==> src/rtl/thermal_trip_monitor.sv <==
// Thermal trip monitor: debounced overheat flag with hysteresis between a hot
// and a cool threshold, plus a saturating count of confirmed overheat trips.
module thermal_trip_monitor #(
    parameter int unsigned TEMP_W      = 8,
    parameter int unsigned HOT_THRESH  = 85,
    parameter int unsigned COOL_THRESH = 70,
    parameter int unsigned DEBOUNCE    = 4,
    parameter int unsigned TRIP_W      = 8
) (
    input  logic              clk,
    input  logic              areset_n,
    input  logic              temp_valid,
    input  logic [TEMP_W-1:0] temp,
    input  logic              clr_trips,
    output logic              cpu_overheated,
    output logic              warn,
    output logic [TRIP_W-1:0] trip_count
);

    localparam int unsigned CNT_W = $clog2(DEBOUNCE + 1);

    typedef enum logic [1:0] {
        ST_COOL      = 2'd0,
        ST_HEAT_PEND = 2'd1,
        ST_HOT       = 2'd2,
        ST_COOL_PEND = 2'd3
    } state_t;

    state_t             state;
    state_t             state_nxt;
    logic [CNT_W-1:0]   cnt;
    logic [CNT_W-1:0]   cnt_nxt;
    logic [CNT_W-1:0]   cnt_inc;
    logic               streak_done;
    logic               trip_inc;
    logic               is_hot;
    logic               is_cool;
    logic               overheated_d;
    logic               warn_d;
    logic [TRIP_W-1:0]  trip_d;

    // Sample classification; equality with a threshold counts toward that side.
    assign is_hot      = temp >= TEMP_W'(HOT_THRESH);
    assign is_cool     = temp <= TEMP_W'(COOL_THRESH);
    assign cnt_inc     = cnt + CNT_W'(1);
    assign streak_done = cnt_inc == CNT_W'(DEBOUNCE);

    // State and streak counter registers.
    always_ff @(posedge clk or negedge areset_n) begin
        if (!areset_n) begin
            state <= ST_COOL;
            cnt   <= '0;
        end else begin
            state <= state_nxt;
            cnt   <= cnt_nxt;
        end
    end

    // Next-state and streak logic; cycles without a sample hold everything.
    always_comb begin
        state_nxt = state;
        cnt_nxt   = cnt;
        trip_inc  = 1'b0;
        if (temp_valid) begin
            unique case (state)
                ST_COOL: begin
                    if (is_hot) begin
                        if (DEBOUNCE <= 1) begin
                            state_nxt = ST_HOT;
                            cnt_nxt   = '0;
                            trip_inc  = 1'b1;
                        end else begin
                            state_nxt = ST_HEAT_PEND;
                            cnt_nxt   = CNT_W'(1);
                        end
                    end
                end
                ST_HEAT_PEND: begin
                    if (is_hot) begin
                        if (streak_done) begin
                            state_nxt = ST_HOT;
                            cnt_nxt   = '0;
                            trip_inc  = 1'b1;
                        end else begin
                            cnt_nxt = cnt_inc;
                        end
                    end else begin
                        state_nxt = ST_COOL;
                        cnt_nxt   = '0;
                    end
                end
                ST_HOT: begin
                    if (is_cool) begin
                        if (DEBOUNCE <= 1) begin
                            state_nxt = ST_COOL;
                            cnt_nxt   = '0;
                        end else begin
                            state_nxt = ST_COOL_PEND;
                            cnt_nxt   = CNT_W'(1);
                        end
                    end
                end
                ST_COOL_PEND: begin
                    if (is_cool) begin
                        if (streak_done) begin
                            state_nxt = ST_COOL;
                            cnt_nxt   = '0;
                        end else begin
                            cnt_nxt = cnt_inc;
                        end
                    end else begin
                        state_nxt = ST_HOT;
                        cnt_nxt   = '0;
                    end
                end
                default: begin
                    state_nxt = ST_COOL;
                    cnt_nxt   = '0;
                end
            endcase
        end
    end

    // Output decode from the upcoming state so the flags land on the accepting edge.
    always_comb begin
        overheated_d = (state_nxt == ST_HOT) || (state_nxt == ST_COOL_PEND);
        warn_d       = (state_nxt == ST_HEAT_PEND);
        trip_d       = trip_count;
        if (clr_trips) begin
            trip_d = trip_inc ? TRIP_W'(1) : '0;
        end else if (trip_inc && (trip_count != {TRIP_W{1'b1}})) begin
            trip_d = trip_count + TRIP_W'(1);
        end
    end

    // Registered outputs.
    always_ff @(posedge clk or negedge areset_n) begin
        if (!areset_n) begin
            cpu_overheated <= 1'b0;
            warn           <= 1'b0;
            trip_count     <= '0;
        end else begin
            cpu_overheated <= overheated_d;
            warn           <= warn_d;
            trip_count     <= trip_d;
        end
    end

endmodule

==> config.mk <==
export PLATFORM = sky130hd
export DESIGN_NAME = thermal_trip_monitor
export DESIGN_NICKNAME = d
export VERILOG_FILES = /design/src/rtl/thermal_trip_monitor.sv
export SDC_FILE = /design/constraint.sdc
export NUM_CORES = 1
export LEC_CHECK = 0
export CAP_MARGIN = 40
export CORE_UTILIZATION = 42
export CTS_CLUSTER_SIZE = 10
export DETAILED_ROUTE_END_ITERATION = 8
export PLACE_DENSITY = 0.84
export REMOVE_ABC_BUFFERS = 1
export SLEW_MARGIN = 15
export SYNTH_ARGS = -nofsm -noshare
export SYNTH_HDL_FRONTEND = slang
export SYNTH_SLANG_ARGS = --single-unit
==> constraint.sdc <==
create_clock -name clk -period 1.8 [get_ports clk]
set_input_delay 0.36 -clock clk [delete_from_list [all_inputs] [get_ports clk]]
set_output_delay 0.36 -clock clk [all_outputs]
set_load 0.03 [all_outputs]
* Yosys cells after proc, flatten, opt, wreduce, memory -nomap -nowiden
Index checks and enable logic that the tools add are counted.
** Cells by class
- Div/mod/pow operators :: 0
- Muxes and demuxes :: 21
- Equal/unequal tests :: 10
- $mul :: 0
- Shift-type cells :: 0
- Reduce and logical (&&, ||, !) cells :: 5
- Add/subtract/negate cells :: 2
- Bitwise logic cells :: 0
- Order comparisons :: 2
** Operator list (count)
- $mux 8 :: 2
- $mux 3 :: 5
- $mux 2 :: 7
- $pmux 3 s4 :: 1
- $add 8x1->8 const B :: 1
- $eq 2x2->1 const B :: 4
- $ge 8x7->1 const B :: 1
- $le 8x7->1 const B :: 1
- $ne 8x8->1 const B :: 1
- $pmux 2 s4 :: 1
- $mux 1 :: 5
- $eq 2x1->1 const B :: 2
- $ne 2x2->1 const B :: 2
- $add 3x1->3 const B :: 1
- $eq 3x3->1 const B :: 1
- $reduce_and 3->1 :: 1
- $logic_not 2->1 :: 1
- $reduce_bool 2->1 :: 1
- $logic_and 1x1->1 :: 1
- $logic_or 1x1->1 :: 1
** Word-level totals
- Latch bits :: 0
- Input bits :: 12
- RAM bits :: 0
- Register bits after elaboration :: 15
- Memory bits (read-only) :: 0
- Memories :: 0

* Logic depth before layout (Yosys ltp)
Gate-level depths: netlist (run 1).
- Depth after elaboration :: 9
- Depth in mapped cells :: 7
- Mapped depth without buffers :: 6

* Worst setup path after synthesis (run 1)
Ideal clock, no wire load.
- Kind :: register -> register
- Start point :: register trip_count[0]
- End point :: register trip_count[7]
- Stages on the path, launching flop included :: 7
- Path slack :: -209 ps
- Data arrival time :: 1931 ps
- Required time :: 1722 ps
- Buffers on the path :: 1
- Cells stage by stage :: dfrtp_1 > ha_1 > and4_1 > clkbuf_1 > or3_4 > or3_1 > a21oi_1
** Between the ends
- Longest elaborated chain between the ends :: 3
** RTL lines
- from (decl) :: line 17 : output logic [TRIP_W-1:0] trip_count
- from (signal assigned) :: line 145 : trip_count <= trip_d;
- $add 8x1->8 / $ne 8x8->1 (equally long branches) :: line 132, 131
- $mux 8 / $logic_and 1x1->1 (equally long branches) :: line 131 : end else if (trip_inc && (trip_count != {TRIP_W{1'b1}})) begin
- $mux 8 / $reduce_bool 2->1 (equally long branches)
Parallel ways exist; a longest one is shown, timed or not. The select of a mux whose other input is x is not followed.
A chain may end at the register's enable or synchronous reset.

* Worst setup path after layout (run 1)
- Start point :: register cnt[1]
- End point :: register trip_count[7]
** Between the ends
- Longest elaborated chain between the ends :: 8
** RTL lines
- from (decl) :: line 31 : logic [CNT_W-1:0] cnt;
- from (signal assigned) :: line 55 : cnt <= cnt_nxt;
- $add 3x1->3 :: line 45 : assign cnt_inc = cnt + CNT_W'(1);
- $eq 3x3->1 :: line 46 : assign streak_done = cnt_inc == CNT_W'(DEBOUNCE);
- $mux 1 :: line 80 : if (streak_done) begin
- $mux 1 :: line 79 : if (is_hot) begin
- $mux 1 :: line 65 : unique case (state)
- $mux 1 :: line 64 : if (temp_valid) begin
- $logic_and 1x1->1 :: line 131
- $reduce_bool 2->1 (no source line)
No other way between the ends.

==> metrics.md, run 1 <==
| Metric | Value |
|---|---|
| Final Core Density | `roughly two thirds` |
| Crit path launch type | `register` |
| N_diodes | `0` |
| Slew margin rel. | `78.6%` |
| # DRC | `0` |
| Core Region | `1960 µm²` |
| Worst Max-Slew Pin Slew | `~0.32 ns` |
| Tcrit/Tclk final | `101%` |
| Final WL | `2410 µm` |
| Die footprint | `between 2000 and 2500 µm²` |
| Via/cell ratio | `5.68` |
| Clock Tree Buf Depth | `2` |
| CTS tree | `built` |
| Die height | `~48 µm` |
| Slew Viols, Final | `0` |
| Global-route wire length before repair | `3430 µm` |
| Maximum VDD drop | `0.495 mV` |
| Synth Instances | `96` |
| Clock sink count | `15` |
| Top Ports | `22` |
| Fin crit period | `1.82 ns` |
| Initial antenna violation count | `0` |
| Post-Layout Cell Count | `160` |
| Number of synthesized register bits | `15` |
| Register Area | `375 µm²` |
| Most common cell after layout, fill and taps aside | `buf_4` |
| Yosys warns | `0` |
| HP Class | `in2async` |
| Post-CTS Hold Fix Bufs | `0` |
| Clk_lat worst skew | `~0.28 ns` |
| Die extent in x | `47.5 µm` |
| Grt ovf | `0` |
| Final setup margin | `-0.0165 ns` |
| Max Clk Rate | `approximately 0.55 GHz` |
| Power, Total | `1.01 mW` |
| GP Congestion | `0.780` |
| DR WL/cell | `15.1 µm` |
| Mapped cell area | `between 800 and 900 µm²` |
| Req. time, crit path | `2.01 ns` |
| Status | `finished, violations left` |
| Multi-input gate area | `542 µm²` |
| Tot GR Track Use | `a little over a fifth` |
| Seq/Total Area, Yosys | `43.2%` |
| Distinct cell type count after synthesis | `34` |
| Syn_area_per_cell | `between 9 and 10 µm²` |
| Most frequent cells in the layout | `19 x buf_4, 15 x dfrtp_1, 11 x dlygate4sd2_1` |
| Crit end category | `register` |
| Via count | `908` |
| Initial core utilization | `44.3%` |
| CTS H-tree depth | `1` |
| Max-capacitance violation count | `0` |
| Layout cell share with drive strength beyond 1 | `28.6%` |
| Skew final | `0.00616 ns` |
| First drt pass iteration count | `4` |
| Setup Viol. Count Final | `2` |
| Row count | `16` |
| Worst Setup Path Type | `reg2reg` |
| Pin count of the biggest net entering global routing | `16` |
| Failing checks | `negative setup slack` |
| Remaining antenna violation count | `0` |
| CTS clk-pin slew, worst paths | `0.09 ns` |
| CP arrival | `between 2 and 2.5 ns` |
| Dpl hpwl | `1630 µm` |
| I/O Buffers | `21` |
| Placed cells | `155` |
| Area Overhead vs Synth | `54.0%` |
| Hold Vio Cnt, Final | `0` |
| Vias in the first global route | `between 800 and 900` |
| CP max FO | `2` |
| CTS Buf Count | `3` |
| DR iter-0 viols | `18` |
| NumNets Final | `149` |
| RSZ-0062 raised after global routing | `yes` |
| Static leakage | `0.630 nW` |
| Root Driver | `clkbuf_4` |
| Fillers | `177` |
| P per Cell Area | `about 760 nW/µm²` |
## power breakdown
group          switching (mW)  internal (mW)  total (mW)
logic                   0.218          0.187       0.405
clock network           0.101         0.0858       0.187
registers              0.0327          0.389       0.422
total                   0.351          0.663        1.01
## critical path, cell delays in order (launching register included)
cell and delay (ns):
dfrtp_1 0.39, ha_2 0.20, xor2_2 0.16, nand4_1 0.16, or3_4 0.40, or3_4 0.33, a21oi_2 0.13
## path summary, 6_finish.rpt
kind | startpoint | end | slack (ns) | cells after the start
worst max register to register | cnt[1]$_DFFE_PN0P_ | trip_count[7]$_DFFE_PN0P_ | -0.02 | 6
worst min-delay path | areset_n | state[1]$_DFF_PN0_ | 0.40 | 2
min in group clk | state[1]$_DFF_PN0_ | warn$_DFF_PN0_ | 0.50 | 1
max in group asynchronous | areset_n | state[0]$_DFF_PN0_ | 1.23 | 2
worst max-delay path | cnt[1]$_DFFE_PN0P_ | trip_count[7]$_DFFE_PN0P_ | -0.02 | 6
worst min register to register | state[1]$_DFF_PN0_ | warn$_DFF_PN0_ | 0.50 | 1
## registers in the layout, summed over array words and instances, names as in the netlist
signal,count
trip_count,8
cnt,3
warn,1
cpu_overheated,1
state,2
## final cells by class
cell class	count	area share (%)
multi-input combinational	70	40.5
sequential	15	28.0
timing repair buffer	40	25.9
tap	27	2.52
clock buffer	4	1.96
inverter	4	1.12
## cell usage after synthesis (all sizes together)
master,instances,share of area [%]
dfrtp,15,43
nor2,10,4.3
o21ai,9,5.2
clkbuf,5,2.2
nand3,5,2.9
xnor2,5,5.0
a21oi,4,2.3
inv,4,1.7
nand2,4,1.7
nand4,4,2.9
nor4,4,2.9
ha,3,4.3
or3,3,2.7
and4,2,2.0
buf,2,1.7
a211oi,1,0.86
a221o,1,1.2
a22oi,1,0.86
a31oi,1,0.72
a32o,1,1.2
and2,1,0.72
mux2i,1,1.2
nand2b,1,0.72
nor3,1,0.57
nor4b,1,1.0
o21a,1,0.86
o221ai,1,1.0
o22ai,1,0.72
o31ai,1,0.86
or2,1,0.72
or4,1,0.86
xor2,1,1.0
## stage by stage
| stage | setup TNS [ns] | setup WS [ns] | hold WS, ns | cell area (µm²) |
|---|---|---|---|---|
| floorplan | -0.799 | -0.348 | 0.0644 | 836 |
| global placement | -4.73 | -0.447 | 0.489 | 1210 |
| detailed placement | -5.84 | -0.535 | 0.487 | 1210 |
| CTS | 0 | 0.00185 | 0.398 | 1260 |
| global route | -0.369 | -0.114 | 0.402 | 1340 |
| finish | -0.0205 | -0.0165 | 0.396 | 1340 |
## cell families (layout without fill, tap and decap cells)
kind of cell             after synthesis  after routing  share of synthesized area [%]
buffers and inverters                 11             48                           5.61
adder cells (fa/ha/maj)                3              3                           4.32
XOR/XNOR                               6              6                           6.04
AO/OA/AOI/OAI                         22             22                           15.7
flip-flops                            15             15                           43.2
AND/OR/NAND/NOR                       38             38                           24.0
multiplexers                           1              1                           1.15
## per-layer routing
metal  part of all wire (%)  vias to the layer above  track usage, %  routed length (µm)
met3                    3.9                        2            2.64                  93
met2                     54                       25            41.6                1320
met1                     41                      458            25.0                 992
li1                       -                      423               -                   -
met5                      0                        -               0                   0
met4                   0.50                        0            3.43                  12
## what timing repair did
action                     in CTS  in global routing
pin swaps                       6                  5
resized for setup              19                 15
setup endpoints to repair      17                 10
buffers inserted                1                  0
Note: power is estimated with default switching activity, not from simulation.
==> run 2, diff against run 1 <==
CAP_MARGIN = not set   (was 40)
==> results of run 2 <==
Same layout as run 1: the final DEF is identical, and so are final timing and power.
==> run 3, diff against run 2 <==
PLACE_DENSITY = 0.79   (was 0.84)
==> metrics.md, run 3 (synthesized netlist as in run 1, its figures left out) <==
| Metric | Value |
|---|---|
| Status | `finished, final reports clean` |
| Layout cell share with drive strength beyond 1 | `24.8% (-3.8 points)` |
| Cell family with most CP delay | `simple AND/OR/NAND/NOR gates` |
| CP max stage delay | `0.39 ns (about the same)` |
| Via count | `891 (-1.9%)` |
| Die extent in x | `47.5 µm (unchanged)` |
| Fillers | `162 (-8.5%)` |
| Clk_lat worst skew | `0.28 ns (about the same)` |
| P per Cell Area | `773 nW/µm² (+2.0%)` |
| DR iter-0 viols | `18 (unchanged)` |
| CTS clk-pin slew, worst paths | `0.09 ns (about the same)` |
| CP Cell Sequence | `ha_2, xor2_2, nand4_1, or3_4, buf_4, a32o_1` |
| Remaining antenna violation count | `0 (unchanged)` |
| First drt pass iteration count | `4 (unchanged)` |
| Hold Vio Cnt, Final | `0 (unchanged)` |
| Pin count of the biggest net entering global routing | `16 (unchanged)` |
| Worst Setup Path Type | `reg2reg` |
| Clk pwr share | `18.8% (+0.4 points)` |
| Initial core utilization | `44.3% (unchanged)` |
| Row count | `16 (unchanged)` |
| CP max FO | `3 (+1)` |
| NumNets Final | `149 (unchanged)` |
| Switching power total | `344 µW (-2.0%)` |
| Fin crit period | `1.77 ns (-0.0466 ns)` |
| Initial antenna violation count | `0 (unchanged)` |
| Grt ovf | `0 (unchanged)` |
| Crit path launch type | `register` |
| Worst path depth | `6 (unchanged)` |
| Slew Viols, Final | `0 (unchanged)` |
| Area Overhead vs Synth | `50.4%` |
| Maximum VDD drop | `0.553 mV (+12%)` |
| Sw frac | `34.1% (-0.58 points)` |
| Crit end category | `register` |
| Comb pwr share | `39.6% (-0.4 points)` |
| Max Clk Rate | `0.565 GHz (+2.6%)` |
| Multi-input gate area | `513 µm² (-5.3%)` |
| I/O Buffers | `21 (unchanged)` |
| Vias in the first global route | `783 (-7.4%)` |
| GP Congestion | `0.852 (+9.3%)` |
| Most frequent cells in the layout | `19 x buf_4, 15 x dfrtp_1, 11 x dlygate4sd2_1` |
| Dpl hpwl | `1540 µm (-5.1%)` |
| CTS tree | `built` |
| Static leakage | `0.606 nW (-3.7%)` |
| Skew final | `0.00393 ns (-0.00224 ns)` |
| Via/cell ratio | `5.57 (-1.9%)` |
| Setup Viol. Count Final | `0 (-2)` |
| Die height | `47.5 µm (unchanged)` |
| Setup slack at placement | `-0.487 ns (+0.0474 ns)` |
| Final setup margin | `0.0301 ns (+0.0466 ns)` |
| Internal cell power | `666 µW (+0.54%)` |
| Tcrit/Tclk final | `98.3% (-2.6 points)` |
| Root Driver | `clkbuf_4` |
| Biggest register | `trip_count` |
| Die footprint | `2260 µm² (unchanged)` |
| DR WL/cell | `13.0 µm (-14%)` |
| Max reg flops | `8 (unchanged)` |
| Slew margin rel. | `79.0% (+0.36 points)` |
| Reg power frac | `41.7% (about the same)` |
| Max-capacitance violation count | `0 (unchanged)` |
| Global-route wire length before repair | `3080 µm (-10%)` |
| Top Ports | `22 (unchanged)` |
| Req. time, crit path | `1.97 ns (-0.04 ns)` |
| Worst hold margin | `0.386 ns (-0.0102 ns)` |
| Slowest CP cell | `dfrtp_1` |
| Most common cell after layout, fill and taps aside | `buf_4` |
| HP Class | `in2async` |
| Tot GR Track Use | `19.8% (-1.6 points)` |
| Power, Total | `1.01 mW (-0.34%)` |
| Worst Reg2Reg Path Length in Cells | `6 (unchanged)` |
| Register Area | `375 µm² (unchanged)` |
| Clock sink count | `15 (unchanged)` |
| N_diodes | `0 (unchanged)` |
| Core Region | `1960 µm² (unchanged)` |
| CTS Buf Count | `3 (unchanged)` |
| Worst Max-Slew Pin Slew | `0.315 ns (-0.00546 ns)` |
| # DRC | `0 (unchanged)` |
| Post-CTS Hold Fix Bufs | `0 (unchanged)` |
| RSZ-0062 raised after global routing | `yes` |
| Largest registers | `trip_count (8), cnt (3), state (2)` |
| Clock Tree Buf Depth | `2 (unchanged)` |
| CP bufs+invs | `1 (+1)` |
| CP arrival | `1.94 ns (-0.09 ns)` |
| CTS H-tree depth | `1 (unchanged)` |
| Final WL | `2090 µm (-14%)` |
-- run 3: metrics by stage --
| stage | instances | TNS [ns] | util (%) | instance area, µm² |
|---|---|---|---|---|
| 6_report | 160 | 0 | 66.6 | 1310 |
| 5_1_grt | 160 | -0.207 | 66.6 | 1310 |
| 4_1_cts | 158 | 0 | 63.5 | 1240 |
| 3_5_place_dp | 154 | -5.23 | 61.5 | 1210 |
| 3_3_place_gp | 154 | -4.82 | 61.5 | 1210 |
| 2_1_floorplan | 89 | -0.799 | - | 836 |
-- run 3: final cells by class --
cell class              instances  area share, %
multi-input cells              70           39.2
flip-flops and latches         15           28.7
repair buffers                 40           26.3
well taps                      27           2.58
clock buffers                   4           2.01
inverters                       4           1.15
-- run 3: power by group through the flow --
stage               Combinational [mW]  Clock (mW)  Sequential (mW)
floorplan                        0.140           0            0.467
detailed placement               0.353           0            0.426
global placement                 0.343           0            0.423
finish                           0.400       0.190            0.421
CTS                              0.358       0.194            0.422
global route                     0.434       0.219            0.429
-- run 3: path summary, 6_finish.rpt --
| path | slack, ns | startpoint | to |
|---|---|---|---|
| max in group asynchronous | 1.23 | areset_n | trip_count[0]$_DFFE_PN0P_ |
| setup / recovery | 0.03 | cnt[1]$_DFFE_PN0P_ | trip_count[0]$_DFFE_PN0P_ |
| hold reg to reg | 0.53 | state[1]$_DFF_PN0_ | warn$_DFF_PN0_ |
| hold / removal | 0.39 | areset_n | cnt[2]$_DFFE_PN0P_ |
| min in group clk | 0.53 | state[1]$_DFF_PN0_ | warn$_DFF_PN0_ |
| setup reg to reg | 0.03 | cnt[1]$_DFFE_PN0P_ | trip_count[0]$_DFFE_PN0P_ |
-- run 3: what timing repair did --
item / CTS / global route
endpoints found under the setup margin: 14 / 10
gates resized for setup: 18 / 8
buffers inserted: 0 / 2
pin swaps: 8 / 1
-- run 3: per-layer routing --
metal	track usage [%]	vias up	routed length, µm
met4	10.9	0	61
met2	35.1	36	998
met5	0	-	0
met1	22.1	422	898
li1	-	425	-
met3	3.77	8	127
-- run 3: worst register-to-register path: stages, from the launching register on --
cell and delay (ns):
dfrtp_1 0.39, ha_2 0.19, xor2_2 0.17, nand4_1 0.15, or3_4 0.35, buf_4 0.15
a32o_1 0.25
